## config.mk

```make
export PLATFORM = sky130hd
export DESIGN_NAME = uart_tx_fifo
export DESIGN_NICKNAME = d
export VERILOG_FILES = /design/src/rtl/uart_tx_fifo.sv
export SDC_FILE = /design/constraint.sdc
export NUM_CORES = 1
export LEC_CHECK = 0
export ABC_CLOCK_PERIOD_IN_PS = 3810
export CAP_MARGIN = 25
export CORE_MARGIN = 3
export CORE_UTILIZATION = 45
export DETAILED_ROUTE_END_ITERATION = 10
export DONT_BUFFER_PORTS = 1
export GPL_ROUTABILITY_DRIVEN = 0
export GPL_TIMING_DRIVEN = 0
export PLACE_DENSITY = 0.59
export SLEW_MARGIN = 20
export SYNTH_ARGS = -nofsm -noshare
export SYNTH_HDL_FRONTEND = slang
export SYNTH_SLANG_ARGS = --single-unit
```

## constraint.sdc

```tcl
create_clock -name clk -period 3.81 [get_ports clk]
set_clock_uncertainty 0.15 [all_clocks]
set_input_delay 0.762 -clock clk [delete_from_list [all_inputs] [get_ports clk]]
set_output_delay 0.762 -clock clk [all_outputs]
set_load 0.02 [all_outputs]
```

## src/rtl/uart_tx_fifo.sv

```systemverilog
// Buffered 8N1 UART transmitter: a small byte FIFO with a valid/ready write
// port feeding a start/data/stop serialiser. The line output comes straight
// from a flop and idles high.
module uart_tx_fifo #(
  parameter int CLK_HZ = 100000000,
  parameter int BAUD   = 115200,
  parameter int DEPTH  = 4
) (
  input  logic       clk,
  input  logic       rst,
  input  logic [7:0] tx_data,
  input  logic       tx_valid,
  output logic       tx_ready,
  output logic       tx,
  output logic       busy
);

  localparam int DIV = CLK_HZ / BAUD;
  localparam int CW  = (DIV > 1) ? $clog2(DIV) : 1;
  localparam int PW  = (DEPTH > 1) ? $clog2(DEPTH) : 1;
  localparam int NW  = $clog2(DEPTH + 1);
  localparam logic [CW-1:0] CNT_LAST = CW'(DIV - 1);
  localparam logic [NW-1:0] OCC_FULL = NW'(DEPTH);

  typedef enum logic [1:0] {
    IDLE  = 2'd0,
    START = 2'd1,
    DATA  = 2'd2,
    STOP  = 2'd3
  } state_e;

  state_e        state_q, state_d;
  logic [CW-1:0] cnt_q, cnt_d;
  logic [2:0]    bit_q, bit_d;
  logic [7:0]    shift_q, shift_d;
  logic          tx_q, tx_d;

  logic [7:0]    mem_q [DEPTH];
  logic [PW-1:0] wr_ptr_q, rd_ptr_q;
  logic [NW-1:0] count_q;
  logic          full, empty, push, pop, cnt_end;

  // Occupancy alone decides readiness, so a write is refused whenever the
  // FIFO was full at the start of the cycle, even if the FSM pops this edge.
  assign full     = (count_q == OCC_FULL);
  assign empty    = (count_q == '0);
  assign push     = tx_valid && !full;
  assign tx_ready = !full;
  assign busy     = (state_q != IDLE) || !empty;
  assign tx       = tx_q;
  assign cnt_end  = (cnt_q == CNT_LAST);

  // FIFO storage; contents are don't-care while empty, so no reset.
  always_ff @(posedge clk) begin
    if (push) mem_q[wr_ptr_q] <= tx_data;
  end

  // FIFO pointers wrap naturally (DEPTH is a power of two); count tracks occupancy.
  always_ff @(posedge clk or posedge rst) begin
    if (rst) begin
      wr_ptr_q <= '0;
      rd_ptr_q <= '0;
      count_q  <= '0;
    end else begin
      if (push) wr_ptr_q <= wr_ptr_q + PW'(1);
      if (pop)  rd_ptr_q <= rd_ptr_q + PW'(1);
      case ({push, pop})
        2'b10:   count_q <= count_q + NW'(1);
        2'b01:   count_q <= count_q - NW'(1);
        default: count_q <= count_q;
      endcase
    end
  end

  // Serialiser next-state: each line bit lasts DIV cycles; the STOP bit's last
  // cycle chains straight into the next START when another byte is waiting.
  always_comb begin
    state_d = state_q;
    cnt_d   = cnt_q;
    bit_d   = bit_q;
    shift_d = shift_q;
    pop     = 1'b0;
    case (state_q)
      IDLE: begin
        if (!empty) begin
          shift_d = mem_q[rd_ptr_q];
          pop     = 1'b1;
          cnt_d   = '0;
          state_d = START;
        end
      end
      START: begin
        if (cnt_end) begin
          cnt_d   = '0;
          bit_d   = '0;
          state_d = DATA;
        end else begin
          cnt_d = cnt_q + CW'(1);
        end
      end
      DATA: begin
        if (cnt_end) begin
          cnt_d   = '0;
          shift_d = {1'b0, shift_q[7:1]};
          if (bit_q == 3'd7) state_d = STOP;
          else               bit_d   = bit_q + 3'd1;
        end else begin
          cnt_d = cnt_q + CW'(1);
        end
      end
      STOP: begin
        if (cnt_end) begin
          cnt_d = '0;
          if (!empty) begin
            shift_d = mem_q[rd_ptr_q];
            pop     = 1'b1;
            state_d = START;
          end else begin
            state_d = IDLE;
          end
        end else begin
          cnt_d = cnt_q + CW'(1);
        end
      end
      default: state_d = IDLE;
    endcase
    // Line level is computed from the next state so the pin flop changes on
    // the same edge the state does.
    case (state_d)
      START:   tx_d = 1'b0;
      DATA:    tx_d = shift_d[0];
      default: tx_d = 1'b1;
    endcase
  end

  // Serialiser registers; reset forces the line high and aborts any frame.
  always_ff @(posedge clk or posedge rst) begin
    if (rst) begin
      state_q <= IDLE;
      cnt_q   <= '0;
      bit_q   <= '0;
      shift_q <= '0;
      tx_q    <= 1'b1;
    end else begin
      state_q <= state_d;
      cnt_q   <= cnt_d;
      bit_q   <= bit_d;
      shift_q <= shift_d;
      tx_q    <= tx_d;
    end
  end

endmodule

```

==> summary.txt <==
Run status
  • Status: finished, final reports clean

Die
  • Die ar.: just under 0.008 sq mm
  • Die H: a little under 90 microns
  • Core ar.: around 0.0064 sq mm
  • Initial Util: between 40 and 50%
  • Die X-Extent: around 90 microns
  • Row count: 29
  • Top Ports: 14

Critical path
  • Startpoint type of the worst setup path: register
  • Worst R2R End: count_q[2]$_DFFE_PP0P_
  • Arr. time, crit path: about 3400 ps
  • R2R cell count: 10
  • Crit path from: cnt_q[0]$_DFFE_PP0P_
  • Worst setup path class: reg -> reg
  • Crit path capture type: register
  • R2r setup slk: 560 ps
  • Worst EP required: between 3000 and 4000 ps
  • R2R Path Start: cnt_q[0]$_DFFE_PP0P_
  • Crit path max fanout: 8

Layout
  • Fillers: approximately 550
  • N_diodes: 0
  • Final nets: about 270
  • Finished Layout Cells: around 330
  • Synth-to-Final Area Change: 10.7%
  • Layout cells sized above 1: between 10 and 15%
  • Post-layout util: around 52%

Power
  • NetSw: about 0.47 mW
  • Sequential power share: about half
  • Pwr Density: ~530 mW/mm^2
  • Internal power: about 1.3 mW
  • Sw Ratio: 26.8%
  • Leakage: ~1.3 nW
  • Comb power frac: roughly an eighth
  • Clk pwr share: approximately 37%
  • Max VDD drop: between 0.4 and 0.5 mV

Job
  • Max_cap viols: 0

Clocking
  • Clock slew at reported path FFs: 70 ps
  • Setup Fix Bufs, Post-CTS: 0
  • Clock sinks: 63
  • Clk_lat worst skew: ~340 ps
  • CTS HTree Levels: 3
  • Total CTS buffers: 9
  • Root buffer cell: clkbuf_8
  • Hold_buf cts: 0
  • Clk buf depth: 2
  • Resize count post-CTS: 0
  • CTS tree: done

Timing
  • Final-report hold violation count: 0
  • RSZ-0062 raised after global routing: false
  • Minimum clock period: around 3300 ps
  • Fmax: just over 0.3 GHz
  • Final setup fails: 0
  • Worst slew pin tran: about 830 ps
  • Post-route setup TNS: 0 ps
  • Tcrit/Tclk final: 85.4%
  • Final Max Tran Viols: 0
  • Max-slew headroom: 44.2%

Yosys
  • Synth Flop Type: edfxtp_1
  • Synth unique cells: 45
  • Commonest cells in the netlist: edfxtp_1, dfrtp_1, nor2_1, nand2_1, o21ai_0
  • Post-Syn Nets: 258
  • Mapped Avg Cell Area: 13.0 sq um
  • Post-synth ARST share: 49.2%
  • Number of synthesized flops with an enable pin: 32
  • Synth Cell Area: roughly 0.0030 sq mm
  • Ranking of synthesized cells by area: edfxtp_1, dfrtp_1, mux4_2
  • Most numerous cell in the Yosys netlist: edfxtp_1
  • Post-Synthesis Cells: approximately 230
  • Synth Warn #: 0
  • Post-synth top area share: between 30% and 40%
  • Yosys reg bits: 63
  • Leading area contributor after synthesis: edfxtp_1
  • Register area share after synthesis: between 50% and 60%

Detailed routing
  • Vias per cell: between 5 and 6
  • DR iter-0 viols: between 70 and 80
  • DR DRC count: 0
  • Initial DRT Pass Iterations: 4
  • DRT antenna net count: 0
  • Drt total wl: between 5 and 6 mm
  • Wire length per cell: about 16 microns
  • Vias: between 1500 and 2000

Global routing
  • Global route overflow: 0
  • GRT Util Overall: 15.5%
  • Largest net degree at the start of global routing: 32
  • Vias in the first global route: between 1500 and 2000
  • Initial antenna violation count: 0
  • First-pass GRT wire length: between 8 and 9 mm

Place
  • Placed Cells: between 300 and 400
  • Detailed placement HPWL: between 3 and 4 mm
  • IO buf count: 0

Min path
  • Hold WC Path Type: in -> async
state kept, by name (all words and copies together) (netlist names):
register	cells
mem_q	32
cnt_q	10
shift_q	8
bit_q	3
count_q	3
rd_ptr_q	2
state_q	2
wr_ptr_q	2
tx	1
power groups by stage:
stage | clock network [mW] | registers [mW] | logic, mW
final | 0.653 | 0.883 | 0.229
after global routing | 0.701 | 0.894 | 0.266
after CTS | 0.672 | 0.884 | 0.237
after detailed placement | 0 | 0.898 | 0.236
after global placement | 0 | 0.893 | 0.233
after floorplan | 0 | 0.878 | 0.189
metrics by stage:
stage               hold slack (ps)  cell area, sq um  worst slack [ps]  power, mW
finish                          242              3350               556       1.77
global route                    282              3350               312       1.86
CTS                             258              3350               579       1.79
detailed placement              339              3120               597       1.13
global placement                342              3120               618       1.13
floorplan                       310              3020              1100       1.07
final cells by class:
cell class	instances	area (sq um)	share of cell area, %
inverter	10	37.5	1.12
clock inverter	7	104	3.10
tap	77	96.3	2.88
multi-input combinational	154	1220	36.4
clock buffer	9	124	3.70
buffer	6	28.8	0.860
sequential	63	1740	51.9
metal layers:
metal | up-vias | global-route usage [%] | routed length (microns)
li1 | 893 | - | -
met1 | 886 | 20.3 | 2470
met2 | 37 | 22.8 | 2430
met3 | 7 | 6.02 | 259
met4 | 0 | 6.56 | 70
met5 | - | 0 | 0
how the worst max path moves through the flow:
stage	end	slack [ps]	cells past startpoint
floorplan	count_q[2]$_DFFE_PP0P_	1100	10
global placement	count_q[2]$_DFFE_PP0P_	620	10
finish	count_q[2]$_DFFE_PP0P_	560	10
global route	count_q[2]$_DFFE_PP0P_	310	10
CTS	count_q[2]$_DFFE_PP0P_	580	10
detailed placement	count_q[2]$_DFFE_PP0P_	600	10
layout by cell type, fill, tap and decap left out, drive strengths merged, types with 8 or more instances in the layout:
cell type / instances
clkbuf: 12
dfrtp: 30
edfxtp: 32
ha: 13
inv: 12
mux4: 8
nand2: 16
nand3: 13
nor2: 20
o21ai: 14
xor2: 9
cells by family after synthesis:
| family | share of synthesized area [%] |
|---|---|
| AND/OR/NAND/NOR | 13.7 |
| AO/OA/AOI/OAI | 7.86 |
| XOR/XNOR | 4.06 |
| multiplexers | 8.65 |
| flip-flops | 57.5 |
| buffers and inverters | 2.19 |
| adder cells (fa/ha/maj) | 6.04 |
critical path: stages, from the launching register on:
cell	delay, ps
dfrtp_1	400
ha_1	270
nor3b_1	460
a41oi_1	470
nor3_2	360
ha_1	240
inv_1	60
fa_1	370
xor2_1	150
nor2_1	110
xor2_1	140
No activity file was read; power rests on OpenSTA's default activity.
